[config.mk]
export PLATFORM = sky130hd
export DESIGN_NAME = game_state_ctrl
export DESIGN_NICKNAME = d
export VERILOG_FILES = /design/src/rtl/game_state_ctrl.sv
export SDC_FILE = /design/constraint.sdc
export NUM_CORES = 1
export LEC_CHECK = 0
export BUFFER_PORTS_ARGS = -buffer_cell sky130_fd_sc_hd__clkbuf_2
export CORE_MARGIN = 10
export CORE_UTILIZATION = 45
export DETAILED_ROUTE_END_ITERATION = 8
export PLACE_DENSITY = 0.65
export SLEW_MARGIN = 20
export SYNTH_ARGS = -nofsm -noshare
export SYNTH_HDL_FRONTEND = slang
export SYNTH_SLANG_ARGS = --single-unit
export TNS_END_PERCENT = 1
[constraint.sdc]
create_clock -name Clk -period 7.95 [get_ports Clk]
set_input_delay 0.795 -clock Clk [delete_from_list [all_inputs] [get_ports Clk]]
set_output_delay 0.795 -clock Clk [all_outputs]
set_load 0.005 [all_outputs]
[src/rtl/game_state_ctrl.sv]
`timescale 1ns/1ps
`default_nettype none
// ============================================================================
//  Module  : game_state_ctrl
//  Brief   : Maze-game flow controller: lives, levels, timed phases,
//            frightened mode and a saturating BCD score.
//  Revision: 1.0  initial release
// ============================================================================
module game_state_ctrl #(
    parameter int NUM_GHOSTS    = 4,
    parameter int NUM_DIGITS    = 5,
    parameter int START_LIVES   = 3,
    parameter int MAX_LEVEL     = 4,
    parameter int READY_FRAMES  = 120,
    parameter int DEATH_FRAMES  = 90,
    parameter int CLEAR_FRAMES  = 90,
    parameter int FRIGHT_FRAMES = 360
) (
    input  logic                    Clk,
    input  logic                    Reset,
    input  logic                    frame_clk,
    input  logic                    start,
    input  logic [NUM_GHOSTS-1:0]   ghost_hit,
    input  logic                    pellet_eaten,
    input  logic                    power_eaten,
    input  logic                    maze_cleared,
    output logic [2:0]              state,
    output logic                    run_en,
    output logic                    frightened,
    output logic                    respawn,
    output logic                    pellet_reload,
    output logic [2:0]              lives,
    output logic [3:0]              level,
    output logic [4*NUM_DIGITS-1:0] score_bcd,
    output logic                    lose_game,
    output logic                    win_game
);

    localparam logic [2:0] c_st_idle  = 3'd0;
    localparam logic [2:0] c_st_ready = 3'd1;
    localparam logic [2:0] c_st_play  = 3'd2;
    localparam logic [2:0] c_st_dying = 3'd3;
    localparam logic [2:0] c_st_clear = 3'd4;
    localparam logic [2:0] c_st_over  = 3'd5;
    localparam logic [2:0] c_st_win   = 3'd6;

    localparam int c_frames_a   = (READY_FRAMES > DEATH_FRAMES) ? READY_FRAMES : DEATH_FRAMES;
    localparam int c_frames_max = (c_frames_a > CLEAR_FRAMES) ? c_frames_a : CLEAR_FRAMES;
    localparam int c_fw         = $clog2(c_frames_max + 1);
    localparam int c_rw         = $clog2(FRIGHT_FRAMES + 1);
    localparam int c_sw         = 4 * NUM_DIGITS;

    localparam logic [c_fw-1:0] c_ready_ld  = c_fw'(READY_FRAMES);
    localparam logic [c_fw-1:0] c_death_ld  = c_fw'(DEATH_FRAMES);
    localparam logic [c_fw-1:0] c_clear_ld  = c_fw'(CLEAR_FRAMES);
    localparam logic [c_fw-1:0] c_frame_one = c_fw'(1);
    localparam logic [c_rw-1:0] c_fright_ld = c_rw'(FRIGHT_FRAMES);
    localparam logic [c_rw-1:0] c_fcnt_one  = c_rw'(1);
    localparam logic [2:0]      c_lives_ld  = 3'(START_LIVES);
    localparam logic [3:0]      c_max_level = 4'(MAX_LEVEL);
    localparam logic [c_sw-1:0] c_score_sat = {NUM_DIGITS{4'h9}};

    logic [2:0]      r_state;
    logic [c_fw-1:0] r_frames;
    logic            r_fright;
    logic [c_rw-1:0] r_fcnt;
    logic [2:0]      r_lives;
    logic [3:0]      r_level;
    logic [c_sw-1:0] r_score;
    logic            r_respawn;
    logic            r_reload;
    logic            r_sync1;
    logic            r_sync2;
    logic            r_sync3;
    logic            r_start_prev;

    logic            w_tick;
    logic            w_start_rise;
    logic            w_hit_any;
    logic            w_in_play;
    logic            w_frame_done;
    logic [2:0]      w_next;
    logic            w_respawn_nx;
    logic            w_reload_nx;
    logic            w_reinit;
    logic [2:0]      w_lives_nx;
    logic [3:0]      w_level_nx;
    logic [c_fw-1:0] w_frames_ld;
    logic [3:0]      w_tens;
    logic [3:0]      w_hund;
    logic [3:0]      w_add_digit;
    logic [4:0]      w_dsum;
    logic            w_carry;
    logic [c_sw-1:0] w_score_sum;
    logic [c_sw-1:0] w_score_nx;

    assign w_tick       = r_sync2 & ~r_sync3;
    assign w_start_rise = start & ~r_start_prev;
    assign w_hit_any    = |ghost_hit;
    assign w_in_play    = (r_state == c_st_play);
    assign w_frame_done = w_tick && (r_frames == c_frame_one);

    // Tracks start even through reset, so a key held across reset release never counts as a press.
    always_ff @(posedge Clk) begin
        r_start_prev <= start;
    end

    always_comb begin
        w_next       = r_state;
        w_respawn_nx = 1'b0;
        w_reload_nx  = 1'b0;
        w_reinit     = 1'b0;
        w_lives_nx   = r_lives;
        w_level_nx   = r_level;
        case (r_state)
            c_st_idle, c_st_over, c_st_win: begin
                if (w_start_rise) begin
                    w_next       = c_st_ready;
                    w_respawn_nx = 1'b1;
                    w_reload_nx  = 1'b1;
                    w_reinit     = 1'b1;
                    w_lives_nx   = c_lives_ld;
                    w_level_nx   = 4'd1;
                end
            end
            c_st_ready: begin
                if (w_frame_done) w_next = c_st_play;
            end
            c_st_play: begin
                if (w_hit_any && !r_fright) w_next = c_st_dying;
                else if (maze_cleared)      w_next = c_st_clear;
            end
            c_st_dying: begin
                if (w_frame_done) begin
                    if (r_lives == 3'd1) begin
                        w_next     = c_st_over;
                        w_lives_nx = 3'd0;
                    end else begin
                        w_next       = c_st_ready;
                        w_lives_nx   = r_lives - 3'd1;
                        w_respawn_nx = 1'b1;
                    end
                end
            end
            c_st_clear: begin
                if (w_frame_done) begin
                    if (r_level == c_max_level) begin
                        w_next = c_st_win;
                    end else begin
                        w_next       = c_st_ready;
                        w_level_nx   = r_level + 4'd1;
                        w_respawn_nx = 1'b1;
                        w_reload_nx  = 1'b1;
                    end
                end
            end
            default: w_next = c_st_idle;
        endcase
    end

    always_comb begin
        case (w_next)
            c_st_ready: w_frames_ld = c_ready_ld;
            c_st_dying: w_frames_ld = c_death_ld;
            c_st_clear: w_frames_ld = c_clear_ld;
            default:    w_frames_ld = '0;
        endcase
    end

    // Event points expressed as BCD digits: tens = pellet(1)+power(5), hundreds = fright hit(2).
    assign w_tens = {3'd0, pellet_eaten} + (power_eaten ? 4'd5 : 4'd0);
    assign w_hund = (w_hit_any && r_fright) ? 4'd2 : 4'd0;

    always_comb begin
        w_carry     = 1'b0;
        w_score_sum = '0;
        w_dsum      = '0;
        w_add_digit = '0;
        for (int d = 0; d < NUM_DIGITS; d++) begin
            if (d == 1)      w_add_digit = w_tens;
            else if (d == 2) w_add_digit = w_hund;
            else             w_add_digit = 4'd0;
            w_dsum  = {1'b0, r_score[4*d +: 4]} + {1'b0, w_add_digit} + {4'd0, w_carry};
            w_carry = (w_dsum > 5'd9);
            if (w_carry) w_dsum = w_dsum - 5'd10;
            w_score_sum[4*d +: 4] = w_dsum[3:0];
        end
        w_score_nx = w_carry ? c_score_sat : w_score_sum;
    end

    always_ff @(posedge Clk) begin
        if (Reset) begin
            r_state   <= c_st_idle;
            r_frames  <= '0;
            r_fright  <= 1'b0;
            r_fcnt    <= '0;
            r_lives   <= c_lives_ld;
            r_level   <= 4'd1;
            r_score   <= '0;
            r_respawn <= 1'b0;
            r_reload  <= 1'b0;
            r_sync1   <= 1'b0;
            r_sync2   <= 1'b0;
            r_sync3   <= 1'b0;
        end else begin
            r_sync1   <= frame_clk;
            r_sync2   <= r_sync1;
            r_sync3   <= r_sync2;
            r_state   <= w_next;
            r_lives   <= w_lives_nx;
            r_level   <= w_level_nx;
            r_respawn <= w_respawn_nx;
            r_reload  <= w_reload_nx;

            if (w_next != r_state)
                r_frames <= w_frames_ld;
            else if (w_tick && (r_frames != '0))
                r_frames <= r_frames - c_frame_one;

            if (w_in_play && (w_next == c_st_play)) begin
                if (power_eaten) begin
                    r_fright <= 1'b1;
                    r_fcnt   <= c_fright_ld;
                end else if (r_fright && w_tick) begin
                    if (r_fcnt <= c_fcnt_one) r_fright <= 1'b0;
                    r_fcnt <= (r_fcnt == '0) ? '0 : r_fcnt - c_fcnt_one;
                end
            end else begin
                r_fright <= 1'b0;
                r_fcnt   <= '0;
            end

            if (w_reinit)       r_score <= '0;
            else if (w_in_play) r_score <= w_score_nx;
        end
    end

    assign state         = r_state;
    assign run_en        = w_in_play;
    assign frightened    = r_fright;
    assign respawn       = r_respawn;
    assign pellet_reload = r_reload;
    assign lives         = r_lives;
    assign level         = r_level;
    assign score_bcd     = r_score;
    assign lose_game     = (r_state == c_st_over);
    assign win_game      = (r_state == c_st_win);

endmodule
`default_nettype wire

==> impl_metrics.tcl, run 1 <==
set metrics [dict create \
    required_ns 8.19 \
    post-route-min-period_ns 6.52 \
    syn_area_mm2 0.00339 \
    ys_types 71 \
    finalWirelength_um 8200 \
    area_growth_pct 11.4 \
    hold_buffers 0 \
    reg2reg_to "score_bcd[14]$_SDFFE_PP0P_" \
    htreeDepth 2 \
    ys_warn_count 0 \
    grt_use_total_pct 14.3 \
    portBuffers 46 \
    r2r_start "score_bcd[1]$_SDFFE_PP0P_" \
    first_iter_violations 130 \
    timing.slew.headroom_pct 46.1 \
    clk_latency_ns 0.31 \
    fin_nets 480 \
    die-height_um 107 \
    syn-num-nets 445 \
    yosys_register_bits 53 \
    synthArstFlopShare_pct 0 \
    tritoncts "yes" \
    internal-power_uw 396 \
    postSynthAreaPerCell_um2 8.29 \
    cp_max_fo 13 \
    swShare_pct 25.0 \
    core_area_mm2 0.00729 \
    power_switching_uw 132 \
    skew_ns 0.00475 \
    clkTransAtPathRegs_ns 0.10 \
    detail_route.wl_per_cell_um 15.1 \
    hold_class "register to register" \
    whs_path_depth 1 \
    postRouteAntennaNets 0 \
    initial_core_util_pct 46.5 \
    syn_inst 409 \
    leakagePower_uw 0.00149 \
    comb_power_share_pct 10.4 \
    via_per_inst 5.60 \
    clkSinkCount 53 \
    grt_overflow 0 \
    hold_path_end "r_sync2$_SDFF_PP0_" \
    clk_path_buf_depth 2 \
    first_pass_iters 4 \
    ys_seq_area_share_pct 31.3 \
    antenna_found_initial 0 \
    setup_viol 0 \
    layout_common_cells "53 x dfxtp_1, 47 x nor2_1, 46 x clkbuf_2, 30 x nand2_1" \
    max_freq_mhz 153 \
    cp-start-kind "primary input" \
    tns_ns 0 \
    dr_total_vias 3048 \
    vdd_drop_max_uv 93.8 \
    power_uw 528 \
    synth_ff_type "dfxtp_1" \
    dieArea_mm2 0.0114 \
    clkPwrFrac_pct 36.6 \
    postCtsSetupRepairBufs 0 \
    grt_pass1_wl_um 13900 \
    crit_type "primary input to register" \
    end_kind "register" \
    die_width_um 107 \
    dpl.hpwl_um 6040 \
    grt_max_degree 23 \
    rsz0062_at_grt "no" \
    fp-row-count 31 \
    io_pins 47 \
    hold_start "r_sync1$_SDFF_PP0_" \
    p_per_area_mw_per_mm2 140 \
    arrival_ns 6.76 \
    drv_slew 0 \
    worst_slew_pin_slew_ns 0.808 \
    layout_worst_path_cycle_share_pct 82.0 \
    run_status "complete, no violations" \
    cts_root_buf "clkbuf_8" \
    max-cap-violations 0 \
    antenna_cells 0 \
    r2r_cells 26 \
    final_common_cell "dfxtp_1" \
    synth_edf_count 0 \
    hold_viol 0 \
    drive_gt1_share_pct 15.5 \
    post_cts_resize_count 0 \
    fillers 721 \
    cts_buffers 5 \
    grt_pass1_vias 2969 \
    r2r_setup_slack_ns 1.62 \
    pwr-share-seq_pct 53.0 \
    gp_congestion 0.843 \
    drt_drc_violations_left 0 \
]
==> cells by family after synthesis <==
family | share of synthesized area [%]
AND/OR/NAND/NOR | 25.1
multiplexers | 1.22
AO/OA/AOI/OAI | 22.4
XOR/XNOR | 4.87
flip-flops | 31.3
buffers and inverters | 5.24
adder cells (fa/ha/maj) | 9.89
==> power groups by stage <==
stage          Clock [µW]  Sequential [µW]  Combinational, µW
6_report              193              280               54.7
4_1_cts               200              280               54.5
2_1_floorplan           0              283               42.5
5_1_grt               209              281               61.8
3_3_place_gp            0              286               53.1
3_5_place_dp            0              286               54.4
==> synthesized netlist by cell type (2+ instances only) <==
cell type	instances	area share, %
a2111oi_0	2	0.52
a2111oi_2	2	0.89
a211oi_1	9	2.0
a21oi_1	23	3.4
a221oi_1	2	0.52
a22oi_1	6	1.3
a311oi_1	3	0.77
a31oi_1	5	0.92
a41oi_1	2	0.52
and2_1	5	0.92
buf_4	2	0.44
clkbuf_1	13	1.4
dfxtp_1	53	31
fa_1	3	1.8
ha_1	22	8.1
inv_1	25	2.8
mux2i_1	3	0.89
nand2_1	30	3.3
nand2b_1	6	1.1
nand3_1	7	1.0
nand3b_1	3	0.66
nand4_1	3	0.55
nand4b_1	2	0.52
nor2_1	47	5.2
nor2b_1	10	1.8
nor3_1	25	3.7
nor3b_1	4	0.89
nor4b_2	2	0.89
nor4bb_1	2	0.59
o211ai_1	5	1.1
o21a_1	5	1.1
o21ai_0	14	2.1
o21ai_1	2	0.30
o221ai_1	4	1.0
or2_1	2	0.37
or3_1	6	1.1
xnor2_1	10	2.6
xor2_1	7	1.8
==> worst max-delay path by stage <==
stage,from,to,slack (ns),depth (start not counted)
after floorplan,pellet_eaten,score_bcd[17]$_SDFFE_PP0P_,1.91,25
after global placement,power_eaten,score_bcd[14]$_SDFFE_PP0P_,1.32,25
after detailed placement,power_eaten,score_bcd[14]$_SDFFE_PP0P_,1.15,25
after CTS,power_eaten,score_bcd[14]$_SDFFE_PP0P_,1.45,26
after global routing,power_eaten,score_bcd[14]$_SDFFE_PP0P_,0.96,26
final,power_eaten,score_bcd[14]$_SDFFE_PP0P_,1.43,26
==> metrics by stage <==
step                      setup WS, ns  util (%)  cell area [µm²]  hold WS, ns  cells
after floorplan                   1.91         -             3390        0.414    409
after global placement            1.32      50.2             3660        0.429    536
after detailed placement          1.15      50.2             3660        0.432    536
after CTS                         1.45      51.8             3780        0.456    544
after global routing             0.957      51.8             3780        0.476    544
final                             1.43      51.8             3780        0.450    544
==> layout make-up <==
type | instances | area [µm²] | area share [%]
clock buffers | 7 | 86.3 | 2.28
multi-input cells | 313 | 2150 | 57.0
repair buffers | 46 | 230 | 6.09
well taps | 99 | 124 | 3.28
clock inverters | 1 | 30.0 | 0.795
flip-flops and latches | 53 | 1060 | 28.1
inverters | 25 | 93.8 | 2.48
==> layer usage <==
| layer | GRT usage, % | vias to the layer above | share of wire [%] |
|---|---|---|---|
| met5 | 0 | - | 0 |
| met4 | 4.06 | 0 | 1.1 |
| met3 | 3.65 | 10 | 5.8 |
| met2 | 24.1 | 81 | 47 |
| met1 | 17.5 | 1417 | 46 |
| li1 | - | 1540 | - |
==> critical path, cell delays in order <==
cell	delay [ns]
clkbuf_2	0.28
fa_1	0.47
ha_1	0.22
fa_1	0.64
a21oi_1	0.07
o21a_1	0.22
inv_1	0.07
ha_1	0.16
inv_1	0.06
fa_1	0.47
o21ai_0	0.22
a31oi_1	0.07
a21oi_1	0.26
inv_1	0.07
ha_1	0.20
ha_1	0.25
nor2b_1	0.17
o21ai_1	0.16
nand2_1	0.11
ha_1	0.23
ha_1	0.30
o21a_1	0.17
o221a_2	0.35
nor2_1	0.43
o21ai_0	0.17
a21oi_1	0.14
==> flip-flops by register name, indices dropped and copies added, names as in the netlist <==
name	count
r_sync1	1
frightened	1
pellet_reload	1
r_frames	7
r_sync3	1
score_bcd	20
respawn	1
r_sync2	1
state	3
r_start_prev	1
lives	3
r_fcnt	9
level	4
Note: power is estimated with default switching activity, not from simulation.
==> inputs of run 2 (changes only) <==
==> constraint.sdc (replaced) <==
create_clock -name Clk -period 6.59 [get_ports Clk]
set_input_delay 0.659 -clock Clk [delete_from_list [all_inputs] [get_ports Clk]]
set_output_delay 0.659 -clock Clk [all_outputs]
set_load 0.005 [all_outputs]
==> run 2 against run 1 <==
Against the previous run:
- die area stayed put
- sequential share of layout area is 0.18 points lower
- sequential power is 21% higher
==> impl_metrics.tcl, run 2 (synthesis results as in run 1) <==
set metrics [dict create \
    run_status "complete, no violations" \
    p_per_area_mw_per_mm2 159 \
    r2r_setup_slack_ns 0.51 \
    finalWirelength_um 8070 \
    core_area_mm2 0.00729 \
    grt_use_total_pct 14.1 \
    largest_reg_flops 20 \
    max-cap-violations 0 \
    hold_start "r_sync1$_SDFF_PP0_" \
    cp_max_fo 13 \
    max_freq_mhz 164 \
    final_common_cell "dfxtp_1" \
    hold_buffers 0 \
    hold_class "register to register" \
    first_pass_iters 4 \
    gp_congestion 0.840 \
    dpl.hpwl_um 6000 \
    hold_path_end "r_sync2$_SDFF_PP0_" \
    tritoncts "yes" \
    drt_drc_violations_left 0 \
    dieArea_mm2 0.0114 \
    tns_ns 0 \
    drv_slew 0 \
    fp-row-count 31 \
    leakagePower_uw 0.00154 \
    htreeDepth 2 \
    skew_ns 0.00615 \
    portBuffers 46 \
    hold_viol 0 \
    critPathSlowestCell "fa_1" \
    setup_viol 0 \
    drive_gt1_share_pct 16.5 \
    register_area_mm2 0.00106 \
    die-height_um 107 \
    cts_buffers 5 \
    path_delay_family "adder cells" \
    reg2reg_to "score_bcd[10]$_SDFFE_PP0P_" \
    post-route-min-period_ns 6.08 \
    io_pins 47 \
    grt_pass1_wl_um 13900 \
    whs_path_depth 1 \
    vdd_drop_max_uv 117 \
    worst_slew_pin_slew_ns 0.794 \
    cp_num_buf_inv 6 \
    cp-start-kind "register" \
    via_per_inst 5.57 \
    arrival_ns 6.25 \
    clkTransAtPathRegs_ns 0.09 \
    antenna_cells 0 \
    slowest_delay_ns 0.59 \
    grt_pass1_vias 2959 \
    cts_root_buf "clkbuf_8" \
    r2r_start "score_bcd[1]$_SDFFE_PP0P_" \
    multi_input_area_mm2 0.00216 \
    r2r_cells 28 \
    grt_max_degree 23 \
    antenna_found_initial 0 \
    clk_path_buf_depth 2 \
    clk_latency_ns 0.30 \
    area_growth_pct 12.1 \
    crit_type "register to register" \
    power_uw 604 \
    first_iter_violations 90 \
    required_ns 6.76 \
    dr_total_vias 3053 \
    end_kind "register" \
    rsz0062_at_grt "no" \
    fin_nets 484 \
    layout_common_cells "53 x dfxtp_1, 47 x nor2_1, 46 x clkbuf_2, 30 x nand2_1" \
    crit_top_cell "ha_1" \
    clkSinkCount 53 \
    initial_core_util_pct 46.5 \
    grt_overflow 0 \
    fillers 736 \
    layout_worst_path_cycle_share_pct 92.3 \
    postRouteAntennaNets 0 \
    die_width_um 107 \
    timing.slew.headroom_pct 47.1 \
    detail_route.wl_per_cell_um 14.7 \
]
-- run 2: stage by stage --
stage | area [µm²] | instances | utilization (%) | hold slack [ns] | worst slack [ns]
finish | 3800 | 548 | 52.1 | 0.452 | 0.507
global route | 3800 | 548 | 52.1 | 0.463 | 0.0466
CTS | 3790 | 548 | 52.0 | 0.455 | 0.434
detailed placement | 3690 | 540 | 50.6 | 0.434 | 0.277
global placement | 3690 | 540 | 50.6 | 0.426 | 0.528
floorplan | 3390 | 409 | - | 0.414 | 0.690
-- run 2: worst max-delay path by stage --
stage / startpoint / endpoint / slack (ns) / cells past startpoint
CTS: score_bcd[1]$_SDFFE_PP0P_ / score_bcd[10]$_SDFFE_PP0P_ / 0.43 / 28
global placement: pellet_eaten / score_bcd[9]$_SDFFE_PP0P_ / 0.53 / 28
finish: score_bcd[1]$_SDFFE_PP0P_ / score_bcd[10]$_SDFFE_PP0P_ / 0.51 / 28
floorplan: pellet_eaten / score_bcd[17]$_SDFFE_PP0P_ / 0.69 / 25
global route: score_bcd[1]$_SDFFE_PP0P_ / score_bcd[5]$_SDFFE_PP0P_ / 0.05 / 28
detailed placement: pellet_eaten / score_bcd[9]$_SDFFE_PP0P_ / 0.28 / 28
-- run 2: per-layer routing --
metal,GRT usage (%),share of wire [%],vias to the layer above
met2,23.9,47,67
met1,17.8,47,1425
met4,3.48,1.0,0
met3,3.05,4.9,8
met5,0,0,-
li1,-,-,1553
-- run 2: cell type report --
cell class	instances	share of cell area (%)
tap	99	3.26
clock buffer	7	2.53
inverter	25	2.47
multi-input combinational	313	56.9
clock inverter	1	0.132
timing repair buffer	50	6.84
sequential	53	27.9
-- run 2: where the power goes --
group / internal, µW / leakage [µW] / switching, µW / total [µW]
clock: 95.2 / 0.0000542 / 105 / 200
combinational: 27.2 / 0.00106 / 39.0 / 66.2
sequential: 328 / 0.000429 / 10.1 / 338
total: 450 / 0.00154 / 154 / 604
-- run 2: what timing repair did --
item	4_1_cts	5_1_grt
resized for setup	0	1
setup endpoints to repair	0	3
setup buffers	0	0
==> inputs of run 3 (changes only) <==
--- a/config.mk
+++ b/config.mk
@@ -6,6 +6,7 @@
 export NUM_CORES = 1
 export LEC_CHECK = 0
 export BUFFER_PORTS_ARGS = -buffer_cell sky130_fd_sc_hd__clkbuf_2
+export CORE_ASPECT_RATIO = 1.75
 export CORE_MARGIN = 10
 export CORE_UTILIZATION = 45
 export DETAILED_ROUTE_END_ITERATION = 8
==> run 3 against run 2 <==
Against the previous run:
- combinational power up 1%
- clock skew barely moved
- setup slack got worse by 0.012 ns
==> impl_metrics.tcl, run 3 (synthesis results as in run 1) <==
set metrics [dict create \
    fp-row-count 41 \
    worst_slew_pin_slew_ns 0.798 \
    die-height_um 135 \
    drive_gt1_share_pct 16.3 \
    postCtsSetupRepairBufs 0 \
    clkTransAtPathRegs_ns 0.07 \
    detail_route.wl_per_cell_um 16.1 \
    initial_core_util_pct 46.6 \
    cp_max_fo 8 \
    final_common_cell "dfxtp_1" \
    finalWirelength_um 8610 \
    grt_max_degree 23 \
    run_status "complete, no violations" \
    p_per_area_mw_per_mm2 175 \
    postRouteAntennaNets 0 \
    max_freq_mhz 164 \
    core_area_mm2 0.00728 \
    hold_start "r_sync1$_SDFF_PP0_" \
    skew_ns 0.00647 \
    r2r_cells 27 \
    max-cap-violations 0 \
    fillers 704 \
    first_pass_iters 4 \
    tns_ns 0 \
    arrival_ns 6.32 \
    required_ns 6.81 \
    dieArea_mm2 0.0115 \
    leakagePower_uw 0.00152 \
    r2r_start "score_bcd[1]$_SDFFE_PP0P_" \
    clk_latency_ns 0.29 \
    drt_drc_violations_left 0 \
    first_iter_violations 141 \
    tritoncts "yes" \
    swShare_pct 24.7 \
    hold_viol 0 \
    io_pins 47 \
    timing.slew.headroom_pct 46.4 \
    cts_buffers 5 \
    layout_worst_path_cycle_share_pct 92.5 \
    power_uw 670 \
    grt_use_total_pct 15.0 \
    portBuffers 46 \
    top_layer "met4" \
    drv_slew 0 \
    grt_overflow 0 \
    power_switching_uw 166 \
    wl_met3_um 368 \
    fin_nets 485 \
    pwr-share-seq_pct 50.4 \
    area_growth_pct 12.8 \
    crit_type "register to register" \
    hold_class "register to register" \
    cp-start-kind "register" \
    multi_input_area_mm2 0.00215 \
    dpl.hpwl_um 6590 \
    antenna_found_initial 0 \
    cts_root_buf "clkbuf_16" \
    clkSinkCount 53 \
    hold_buffers 0 \
    setup_viol 0 \
    grt_pass1_vias 3070 \
    register_area_mm2 0.00106 \
    vdd_drop_max_uv 151 \
    largest_reg_flops 20 \
    r2r_setup_slack_ns 0.49 \
    dr_total_vias 3105 \
    internal-power_uw 505 \
    grt_pass1_wl_um 14400 \
    wl_met1_um 3450 \
    antenna_cells 0 \
    clk_path_buf_depth 2 \
    via_per_inst 5.80 \
    clkPwrFrac_pct 39.6 \
    rsz0062_at_grt "no" \
    hold_path_end "r_sync2$_SDFF_PP0_" \
    hold_slack_ns 0.452 \
    whs_path_depth 1 \
    end_kind "register" \
    gp_congestion 0.907 \
    dr_wl_met2_um 4630 \
    layout_common_cells "53 x dfxtp_1, 47 x nor2_1, 46 x clkbuf_2, 30 x nand2_1" \
    reg2reg_to "score_bcd[14]$_SDFFE_PP0P_" \
    fin_util_pct 52.5 \
    htreeDepth 2 \
    die_width_um 85.6 \
    post-route-min-period_ns 6.10 \
    post_cts_resize_count 0 \
    comb_power_share_pct 10.0 \
]
==> run 3: changes by cell type in the layout (fill, tap and decap cells not counted) <==
cell / before / now
o221a_4: 1 / 0
clkinv_2: 1 / 0
o221a_2: 0 / 1
clkbuf_16: 0 / 5
clkbuf_8: 7 / 1
clkbuf_1: 0 / 1
buf_4: 4 / 5
==> run 3: final cells by class <==
| class | count | share of cell area [%] |
|---|---|---|
| Inverter | 25 | 2.45 |
| Tap cell | 86 | 2.81 |
| Sequential cell | 53 | 27.7 |
| Multi-Input combinational cell | 313 | 56.3 |
| Clock buffer | 7 | 3.73 |
| Timing Repair Buffer | 51 | 7.00 |
==> run 3: metrics by stage <==
step	cell area, µm²	std cells	setup WS, ns
after global routing	3830	535	0.0611
after floorplan	3390	409	0.690
final	3830	535	0.495
after detailed placement	3680	528	0.326
after CTS	3830	535	0.494
after global placement	3680	528	0.513
==> run 3: worst max path at each step <==
stage | from | end | slack, ns | cells after the start
global placement | pellet_eaten | score_bcd[14]$_SDFFE_PP0P_ | 0.51 | 27
finish | score_bcd[1]$_SDFFE_PP0P_ | score_bcd[14]$_SDFFE_PP0P_ | 0.49 | 27
global route | score_bcd[1]$_SDFFE_PP0P_ | score_bcd[14]$_SDFFE_PP0P_ | 0.06 | 27
floorplan | pellet_eaten | score_bcd[17]$_SDFFE_PP0P_ | 0.69 | 25
detailed placement | pellet_eaten | score_bcd[14]$_SDFFE_PP0P_ | 0.33 | 27
CTS | score_bcd[1]$_SDFFE_PP0P_ | score_bcd[14]$_SDFFE_PP0P_ | 0.49 | 27
==> run 3: routing by layer <==
layer  track usage (%)  up-vias
met5                 0        -
met4              7.08        0
met3              3.43        9
met2              28.1       62
met1              14.9     1480
li1                  -     1554
==> run 3: worst max-delay path, stage by stage (launching register included) <==
cell     delay, ns
dfxtp_1       0.39
o21a_1        0.21
fa_1          0.44
ha_1          0.23
fa_1          0.44
inv_1         0.11
a21oi_1       0.07
o21a_1        0.22
inv_1         0.07
ha_1          0.17
inv_1         0.06
fa_1          0.60
o21ai_0       0.12
a21oi_1       0.27
inv_1         0.08
ha_1          0.20
ha_1          0.26
nor2b_1       0.17
o21ai_1       0.17
nand2_1       0.11
ha_1          0.23
ha_1          0.29
o21a_1        0.17
o221a_2       0.30
nor2_1        0.25
buf_4         0.20
o21ai_0       0.08
a21oi_1       0.11
==> run 3: power by group through the flow <==
stage	registers, µW	logic (µW)	clock network, µW
6_report	338	67.1	265
3_5_place_dp	345	67.4	0
3_3_place_gp	345	66.4	0
4_1_cts	338	67.3	272
2_1_floorplan	342	51.3	0
5_1_grt	339	75.6	284
